`config.mk`:
```
export PLATFORM = sky130hd
export DESIGN_NAME = store_rmw_ctrl_flat
export DESIGN_NICKNAME = d
export VERILOG_FILES = /design/src/rtl/store_rmw_ctrl_pkg.sv /design/src/rtl/store_rmw_ctrl_if.sv /design/src/rtl/store_rmw_ctrl_merge.sv /design/src/rtl/store_rmw_ctrl.sv /design/src/flat_wrapper.sv
export SDC_FILE = /design/constraint.sdc
export NUM_CORES = 1
export LEC_CHECK = 0
export CORE_MARGIN = 2
export CORE_UTILIZATION = 48
export DETAILED_ROUTE_END_ITERATION = 7
export PLACE_DENSITY_LB_ADDON = 0.3
export SYNTH_ARGS = -nofsm -noshare
export SYNTH_HDL_FRONTEND = slang
export SYNTH_HIERARCHICAL = 1
export SYNTH_SLANG_ARGS = --single-unit
```
`constraint.sdc`:
```
create_clock -name cpu_clk -period 3.7 [get_ports cpu_clk]
set_input_delay 1.11 -clock cpu_clk [delete_from_list [all_inputs] [get_ports cpu_clk]]
set_output_delay 1.11 -clock cpu_clk [all_outputs]
set_load 0.02 [all_outputs]
```
`src/rtl/store_rmw_ctrl_pkg.sv`:
```
// Shared store-width codes, RMW state encoding and request classification
// for the store sequencer.
package store_rmw_ctrl_pkg;

   localparam logic [1:0] WB_BYTE = 2'b00;
   localparam logic [1:0] WB_HEX  = 2'b01;
   localparam logic [1:0] WB_WORD = 2'b10;

   typedef enum logic [1:0] {
      RMW_IDLE  = 2'b00,
      RMW_READ  = 2'b01,
      RMW_WRITE = 2'b10
   } rmw_state_e;

   // Sub-word stores that fit inside one word go through read-modify-write.
   function automatic logic needs_rmw(input logic [1:0] op, input logic [1:0] sel);
      return (op == WB_BYTE) || ((op == WB_HEX) && (sel != 2'b11));
   endfunction

endpackage

```
`src/rtl/store_rmw_ctrl_if.sv`:
```
// Store request and data-RAM signals. The master side is the pipeline/RAM
// environment; the slave side is the sequencer.
interface store_rmw_ctrl_if #(parameter int ADDR_W = 14);
   logic              st_valid;
   logic              st_ready;
   logic [1:0]        st_op;
   logic [31:0]       st_addr;
   logic [31:0]       st_data;
   logic              st_done;
   logic              st_misalign;
   logic              stall;
   logic [ADDR_W-1:0] ram_addr;
   logic              ram_we;
   logic [31:0]       ram_wdata;
   logic [31:0]       ram_rdata;

   modport master (
      output st_valid, st_op, st_addr, st_data, ram_rdata,
      input  st_ready, st_done, st_misalign, stall, ram_addr, ram_we, ram_wdata
   );

   modport slave (
      input  st_valid, st_op, st_addr, st_data, ram_rdata,
      output st_ready, st_done, st_misalign, stall, ram_addr, ram_we, ram_wdata
   );
endinterface

```
`src/rtl/store_rmw_ctrl_merge.sv`:
```
// Combinational merge of store data into the old RAM word; word stores
// pass the store data through unchanged.
module store_merge
   import store_rmw_ctrl_pkg::*;
(
   input  logic [1:0]  op_i,
   input  logic [1:0]  sel_i,
   input  logic [31:0] old_i,
   input  logic [31:0] data_i,
   output logic [31:0] merged_o
);

   always_comb begin
      merged_o = old_i;
      case (op_i)
         WB_WORD: merged_o = data_i;
         WB_BYTE: begin
            case (sel_i)
               2'd0: merged_o[7:0]   = data_i[7:0];
               2'd1: merged_o[15:8]  = data_i[7:0];
               2'd2: merged_o[23:16] = data_i[7:0];
               default: merged_o[31:24] = data_i[7:0];
            endcase
         end
         WB_HEX: begin
            case (sel_i)
               2'd0: merged_o[15:0]  = data_i[15:0];
               2'd1: merged_o[23:8]  = data_i[15:0];
               2'd2: merged_o[31:16] = data_i[15:0];
               default: merged_o = old_i;
            endcase
         end
         default: merged_o = old_i;
      endcase
   end

endmodule

```
`src/rtl/store_rmw_ctrl.sv`:
```
// Store sequencer: one-cycle word writes, read-modify-write for byte and
// halfword stores, pipeline stall while a store is in flight.
//
//   state     | meaning
//   ----------+-----------------------------------------------------
//   RMW_IDLE  | ready for a request; misaligned requests rejected here
//   RMW_READ  | RAM address held, waiting RD_LAT cycles for read data
//   RMW_WRITE | single RAM write cycle, st_done pulses
module store_rmw_ctrl
   import store_rmw_ctrl_pkg::*;
#(
   parameter int ADDR_W = 14,
   parameter int RD_LAT = 1
)(
   input  logic cpu_clk,
   input  logic cpu_rst,
   store_rmw_ctrl_if.slave bus
);

   localparam logic [1:0] LAT_LAST = 2'(RD_LAT - 1);

   rmw_state_e        state_q;
   logic [1:0]        cnt_q;
   logic [1:0]        op_q;
   logic [1:0]        sel_q;
   logic [ADDR_W-1:0] addr_q;
   logic [31:0]       data_q;
   logic [31:0]       old_word_q;
   logic              ready_q;
   logic              done_q;
   logic              misalign_q;
   logic              we_q;
   logic              accept;
   logic              unused_addr_hi;

   assign accept         = bus.st_valid & ready_q;
   assign unused_addr_hi = ^bus.st_addr[31:ADDR_W+2];

   always_ff @(posedge cpu_clk or posedge cpu_rst) begin
      if (cpu_rst) begin
         state_q    <= RMW_IDLE;
         cnt_q      <= 2'd0;
         op_q       <= 2'd0;
         sel_q      <= 2'd0;
         addr_q     <= '0;
         data_q     <= 32'd0;
         old_word_q <= 32'd0;
         ready_q    <= 1'b0;
         done_q     <= 1'b0;
         misalign_q <= 1'b0;
         we_q       <= 1'b0;
      end else begin
         done_q     <= 1'b0;
         misalign_q <= 1'b0;
         we_q       <= 1'b0;
         case (state_q)
            RMW_IDLE: begin
               ready_q <= 1'b1;
               if (accept) begin
                  op_q   <= bus.st_op;
                  sel_q  <= bus.st_addr[1:0];
                  addr_q <= bus.st_addr[ADDR_W+1:2];
                  data_q <= bus.st_data;
                  if (bus.st_op == WB_WORD) begin
                     state_q <= RMW_WRITE;
                     ready_q <= 1'b0;
                     we_q    <= 1'b1;
                     done_q  <= 1'b1;
                  end else if (needs_rmw(bus.st_op, bus.st_addr[1:0])) begin
                     state_q <= RMW_READ;
                     ready_q <= 1'b0;
                     cnt_q   <= LAT_LAST;
                  end else begin
                     misalign_q <= 1'b1;
                  end
               end
            end
            RMW_READ: begin
               if (cnt_q == 2'd0) begin
                  old_word_q <= bus.ram_rdata;
                  state_q    <= RMW_WRITE;
                  we_q       <= 1'b1;
                  done_q     <= 1'b1;
               end else begin
                  cnt_q <= cnt_q - 2'd1;
               end
            end
            RMW_WRITE: begin
               state_q <= RMW_IDLE;
               ready_q <= 1'b1;
            end
            default: begin
               state_q <= RMW_IDLE;
               ready_q <= 1'b0;
            end
         endcase
      end
   end

   store_merge u_merge (
      .op_i     (op_q),
      .sel_i    (sel_q),
      .old_i    (old_word_q),
      .data_i   (data_q),
      .merged_o (bus.ram_wdata)
   );

   // Stall already in the accept cycle of an RMW so the pipeline cannot run past it.
   assign bus.stall = bus.st_valid &
                      ((state_q != RMW_IDLE) |
                       (ready_q & needs_rmw(bus.st_op, bus.st_addr[1:0])));

   assign bus.st_ready    = ready_q;
   assign bus.st_done     = done_q;
   assign bus.st_misalign = misalign_q;
   assign bus.ram_addr    = addr_q;
   assign bus.ram_we      = we_q;

endmodule

```
`src/flat_wrapper.sv`:
```
// flat-port wrapper written by rule: the top's interface ports become plain ports
module store_rmw_ctrl_flat import store_rmw_ctrl_pkg::*;
#(
   parameter int ADDR_W = 14,
   parameter int RD_LAT = 1
)
  (cpu_clk, cpu_rst, bus_st_valid, bus_st_op, bus_st_addr, bus_st_data, bus_ram_rdata, bus_st_ready, bus_st_done, bus_st_misalign, bus_stall, bus_ram_addr, bus_ram_we, bus_ram_wdata);
  store_rmw_ctrl_if #(.ADDR_W(ADDR_W)) bus_i ();
  input  logic cpu_clk;
  input  logic cpu_rst;
  input wire logic [$bits(bus_i.st_valid)-1:0] bus_st_valid;
  input wire logic [$bits(bus_i.st_op)-1:0] bus_st_op;
  input wire logic [$bits(bus_i.st_addr)-1:0] bus_st_addr;
  input wire logic [$bits(bus_i.st_data)-1:0] bus_st_data;
  input wire logic [$bits(bus_i.ram_rdata)-1:0] bus_ram_rdata;
  output wire logic [$bits(bus_i.st_ready)-1:0] bus_st_ready;
  output wire logic [$bits(bus_i.st_done)-1:0] bus_st_done;
  output wire logic [$bits(bus_i.st_misalign)-1:0] bus_st_misalign;
  output wire logic [$bits(bus_i.stall)-1:0] bus_stall;
  output wire logic [$bits(bus_i.ram_addr)-1:0] bus_ram_addr;
  output wire logic [$bits(bus_i.ram_we)-1:0] bus_ram_we;
  output wire logic [$bits(bus_i.ram_wdata)-1:0] bus_ram_wdata;
  assign bus_i.st_valid = bus_st_valid;
  assign bus_i.st_op = bus_st_op;
  assign bus_i.st_addr = bus_st_addr;
  assign bus_i.st_data = bus_st_data;
  assign bus_i.ram_rdata = bus_ram_rdata;
  assign bus_st_ready = bus_i.st_ready;
  assign bus_st_done = bus_i.st_done;
  assign bus_st_misalign = bus_i.st_misalign;
  assign bus_stall = bus_i.stall;
  assign bus_ram_addr = bus_i.ram_addr;
  assign bus_ram_we = bus_i.ram_we;
  assign bus_ram_wdata = bus_i.ram_wdata;
  store_rmw_ctrl #(.ADDR_W(ADDR_W), .RD_LAT(RD_LAT)) u_core (.cpu_clk(cpu_clk), .cpu_rst(cpu_rst), .bus(bus_i));
endmodule
```
==> metrics.md, run 1 <==
| Metric | Value |
|---|---|
| Initial antenna violation count | `0` |
| Sequential fraction of the synthesis area | `43.9%` |
| Mapped Cells | `492` |
| Ys async rst share | `100%` |
| 1st-iter DRT viols | `235` |
| WHS Endpoint | `u_core/cnt_q[0]$_DFFE_PP0P_` |
| Critical Path RT | `2.59 ns` |
| Clk buf depth | `2` |
| Synth Warn # | `6` |
| Largest family of logic cells by synthesized area | `multiplexers` |
| Max-slew headroom | `55.2%` |
| Chip width | `107 µm` |
| Compound-Gate Fraction of Synth Area | `10.9%` |
| Fin. Hold Viols | `0` |
| Die area | `0.0114 mm²` |
| Worst Reg2Reg Path Length in Cells | `4` |
| Commonest non-fill, non-tap cells in the layout | `163 x nand2_1, 118 x clkdlybuf4s50_1, 89 x dfrtp_1, 33 x mux2_4, 24 x a21oi_1` |
| Number of cell rows | `37` |
| Pint | `3930 µW` |
| DR WL/cell | `17.6 µm` |
| Diodes inserted | `0` |
| Worst Setup Slack, final | `0.0751 ns` |
| Global-route usage over all layers | `23.9%` |
| First-pass GRT wire length | `21.1 mm` |
| Final-report max-slew violation count | `0` |
| Mux share of post-synthesis cell area | `21.6%` |
| TritonCTS clock tree | `yes` |
| WP data arrival | `2.51 ns` |
| Post-CTS Setup Inserts | `0` |
| Clock transition at path regs | `0.09 ns` |
| Worst-Margin Slew | `0.672 ns` |
| Pwr Density | `1040 mW/mm²` |
| Worst R2R Setup Slack | `1.87 ns` |
| Residual DRC | `0` |
| Drt via density | `5.44` |
| Final design area excluding fillers | `0.00668 mm²` |
| Die Y-Extent | `107 µm` |
| Routed Antenna Nets | `0` |
| Multi-input logic area | `0.00254 mm²` |
| Worst vdd rail ir drop | `430 µV` |
| Largest net degree at the start of global routing | `60` |
| Worst hold path depth | `1` |
| Number of flops mapped to enable cells by yosys | `0` |
| Clk root buf | `clkbuf_8` |
| Initial core utilization | `49.3%` |
| Final setup viols | `0` |
| Combinational Power Share | `61.5%` |
| Clk sinks | `89` |
| Crit end category | `output port` |
| Worst r2r dst | `u_core/data_q[15]$_DFFE_PP0P_` |
| Register share of total power | `28.5%` |
| Worst Path Max Fanout | `19` |
| Hold_buf cts | `0` |
| Static Leak | `0.00320 µW` |
| TritonCTS buffer count | `9` |
| Post-Synth Simple-Gate Area | `15.9%` |
| NetSw | `3030 µW` |
| Synth Area per Inst | `10.3 µm²` |
| Clock Latency Late Sink | `0.36 ns` |
| Mapped Nets | `598` |
| Register Area | `0.00223 mm²` |
| Fmax | `276 MHz` |
| Grt ovf | `0` |
| Final-layout fill cell count | `864` |
| Distinct cells, synth | `40` |
| Area Overhead vs Synth | `31.7%` |
| Synthesized flop and latch total | `89` |
| Hold Path Class | `flop to flop` |
| Final worst path period share | `98.0%` |
| Initial DRT Pass Iterations | `4` |
| Nets | `722` |
| Core area | `0.0103 mm²` |
| Worst Setup Start Kind | `flop` |
| Setup Total Neg Slack | `0 ns` |
| Dpl cell area | `0.00644 mm²` |
| Top-level I/O count | `152` |
| Status | `completed` |
| RSZ-0062 raised after global routing | `no` |
| CP Class | `flop to output port` |
| Switching Share | `43.5%` |
| Clock share of power | `10.0%` |
| XOR/XNOR Fraction of Synth Area | `0%` |
| Number of global-route vias before repair | `4,111` |
| R2R Path Start | `u_core/state_q[0]$_DFFE_PP0P_` |
| Htree depth | `3` |
| Max cap viols | `0` |
| Skew final | `0.0100 ns` |
| Detailed-route via count | `4,116` |
| I/O Buffers | `135` |
| Post-DP HPWL | `9.36 mm` |
| Synth Area in Adders | `1.23%` |
| Commonest non-fill, non-tap cell in the layout | `nand2_1` |
| Total detailed-routing wirelength | `13.3 mm` |
| Post-Place Worst Slack | `0.0126 ns` |
| Min-delay src | `u_core/cnt_q[0]$_DFFE_PP0P_` |
| Cts repair resizes | `12` |
| Post-Syn Area | `0.00507 mm²` |
| Top FF cell, synth | `dfrtp_1` |
| Routability cong. | `0.808` |
| Period minus WS final | `3.62 ns` |
| Share of cells above drive strength 1 | `17.4%` |
-- metal layers --
metal | track usage [%] | vias to the layer above | routed length [µm]
met5 | 0 | - | 0
met4 | 11.8 | 0 | 475
met3 | 4.32 | 30 | 875
met2 | 38.6 | 170 | 6350
met1 | 30.9 | 1973 | 5630
li1 | - | 1943 | -
-- logic make-up after synthesis --
kind of cell,Yosys count
AOI/OAI and AO/OA,80
adders and majority gates,5
buffers and inverters,44
DFF,89
muxes,82
and+or+nand+nor,192
-- final cells by class --
type | instances | area share, %
Clock inverter | 6 | 0.993
Clock buffer | 10 | 2.06
Inverter | 6 | 0.356
Timing Repair Buffer | 151 | 22.7
Tap cell | 136 | 2.55
Sequential cell | 89 | 33.4
Multi-Input combinational cell | 359 | 38.0
-- worst max-delay path: stages (launching register included) --
cell	delay (ns)
dfrtp_1	0.42
inv_1	0.11
ha_2	0.28
buf_6	0.24
mux2i_1	0.12
o221ai_1	0.31
clkdlybuf4s50_1	0.68
-- flip-flops by register name, summed over array words and instances, names as in the netlist --
signal                  cells
u_core/bus.ram_we           1
u_core/data_q              32
u_core/old_word_q          32
u_core/bus.st_misalign      1
u_core/bus.ram_addr        14
u_core/bus.st_ready         1
u_core/op_q                 2
u_core/sel_q                2
u_core/cnt_q                2
u_core/state_q              2
-- power groups by stage --
| stage | sequential [µW] | clock (µW) | combinational, µW |
|---|---|---|---|
| floorplan | 1870 | 0 | 2950 |
| global placement | 1950 | 0 | 4220 |
| detailed placement | 1980 | 0 | 4330 |
| CTS | 1970 | 706 | 4290 |
| global route | 2040 | 747 | 4590 |
| finish | 1980 | 693 | 4280 |
-- per-stage QoR --
stage | utilization (%) | power (µW) | hold WS [ns] | std cells
final | 65.0 | 6950 | 0.476 | 757
after global placement | 62.7 | 6170 | 0.457 | 741
after detailed placement | 62.7 | 6300 | 0.462 | 741
after floorplan | - | 4820 | 0.440 | 492
after CTS | 64.7 | 6970 | 0.479 | 757
after global routing | 65.0 | 7380 | 0.503 | 757
-- cells in the mapped netlist, types with 9 or more instances --
cell | instances | share of area [%]
buf_4 | 11 | 1.6
a21o_1 | 9 | 1.3
mux2i_1 | 15 | 3.0
nand2b_1 | 12 | 1.5
buf_6 | 14 | 3.1
nand2_1 | 163 | 12
a221oi_1 | 13 | 2.2
mux2_2 | 23 | 5.1
mux2_4 | 33 | 9.8
a21oi_1 | 24 | 2.4
dfrtp_1 | 89 | 44
-- worst max-delay path by stage --
stage                     cells after the start                            endpoint  slack (ns)                         from
after floorplan                               1  u_core/bus.ram_addr[0]$_DFFE_PP0P_        0.28                      cpu_rst
after global placement                        4                           bus_stall       0.009               bus_st_addr[1]
after detailed placement                      4                           bus_stall        0.01               bus_st_addr[1]
after CTS                                     4                   bus_ram_wdata[25]        0.02  u_core/sel_q[1]$_DFFE_PP0P_
after global routing                          6                   bus_ram_wdata[22]       0.003  u_core/sel_q[0]$_DFFE_PP0P_
final                                         6                   bus_ram_wdata[31]        0.08  u_core/sel_q[0]$_DFFE_PP0P_
(Power assumes the default switching activity.)
==> run 2, diff against run 1 <==
- CTS_CLUSTER_DIAMETER: unset -> 120
==> results of run 2 <==
Same layout as run 1: the final DEF is identical, and so are final timing and power.
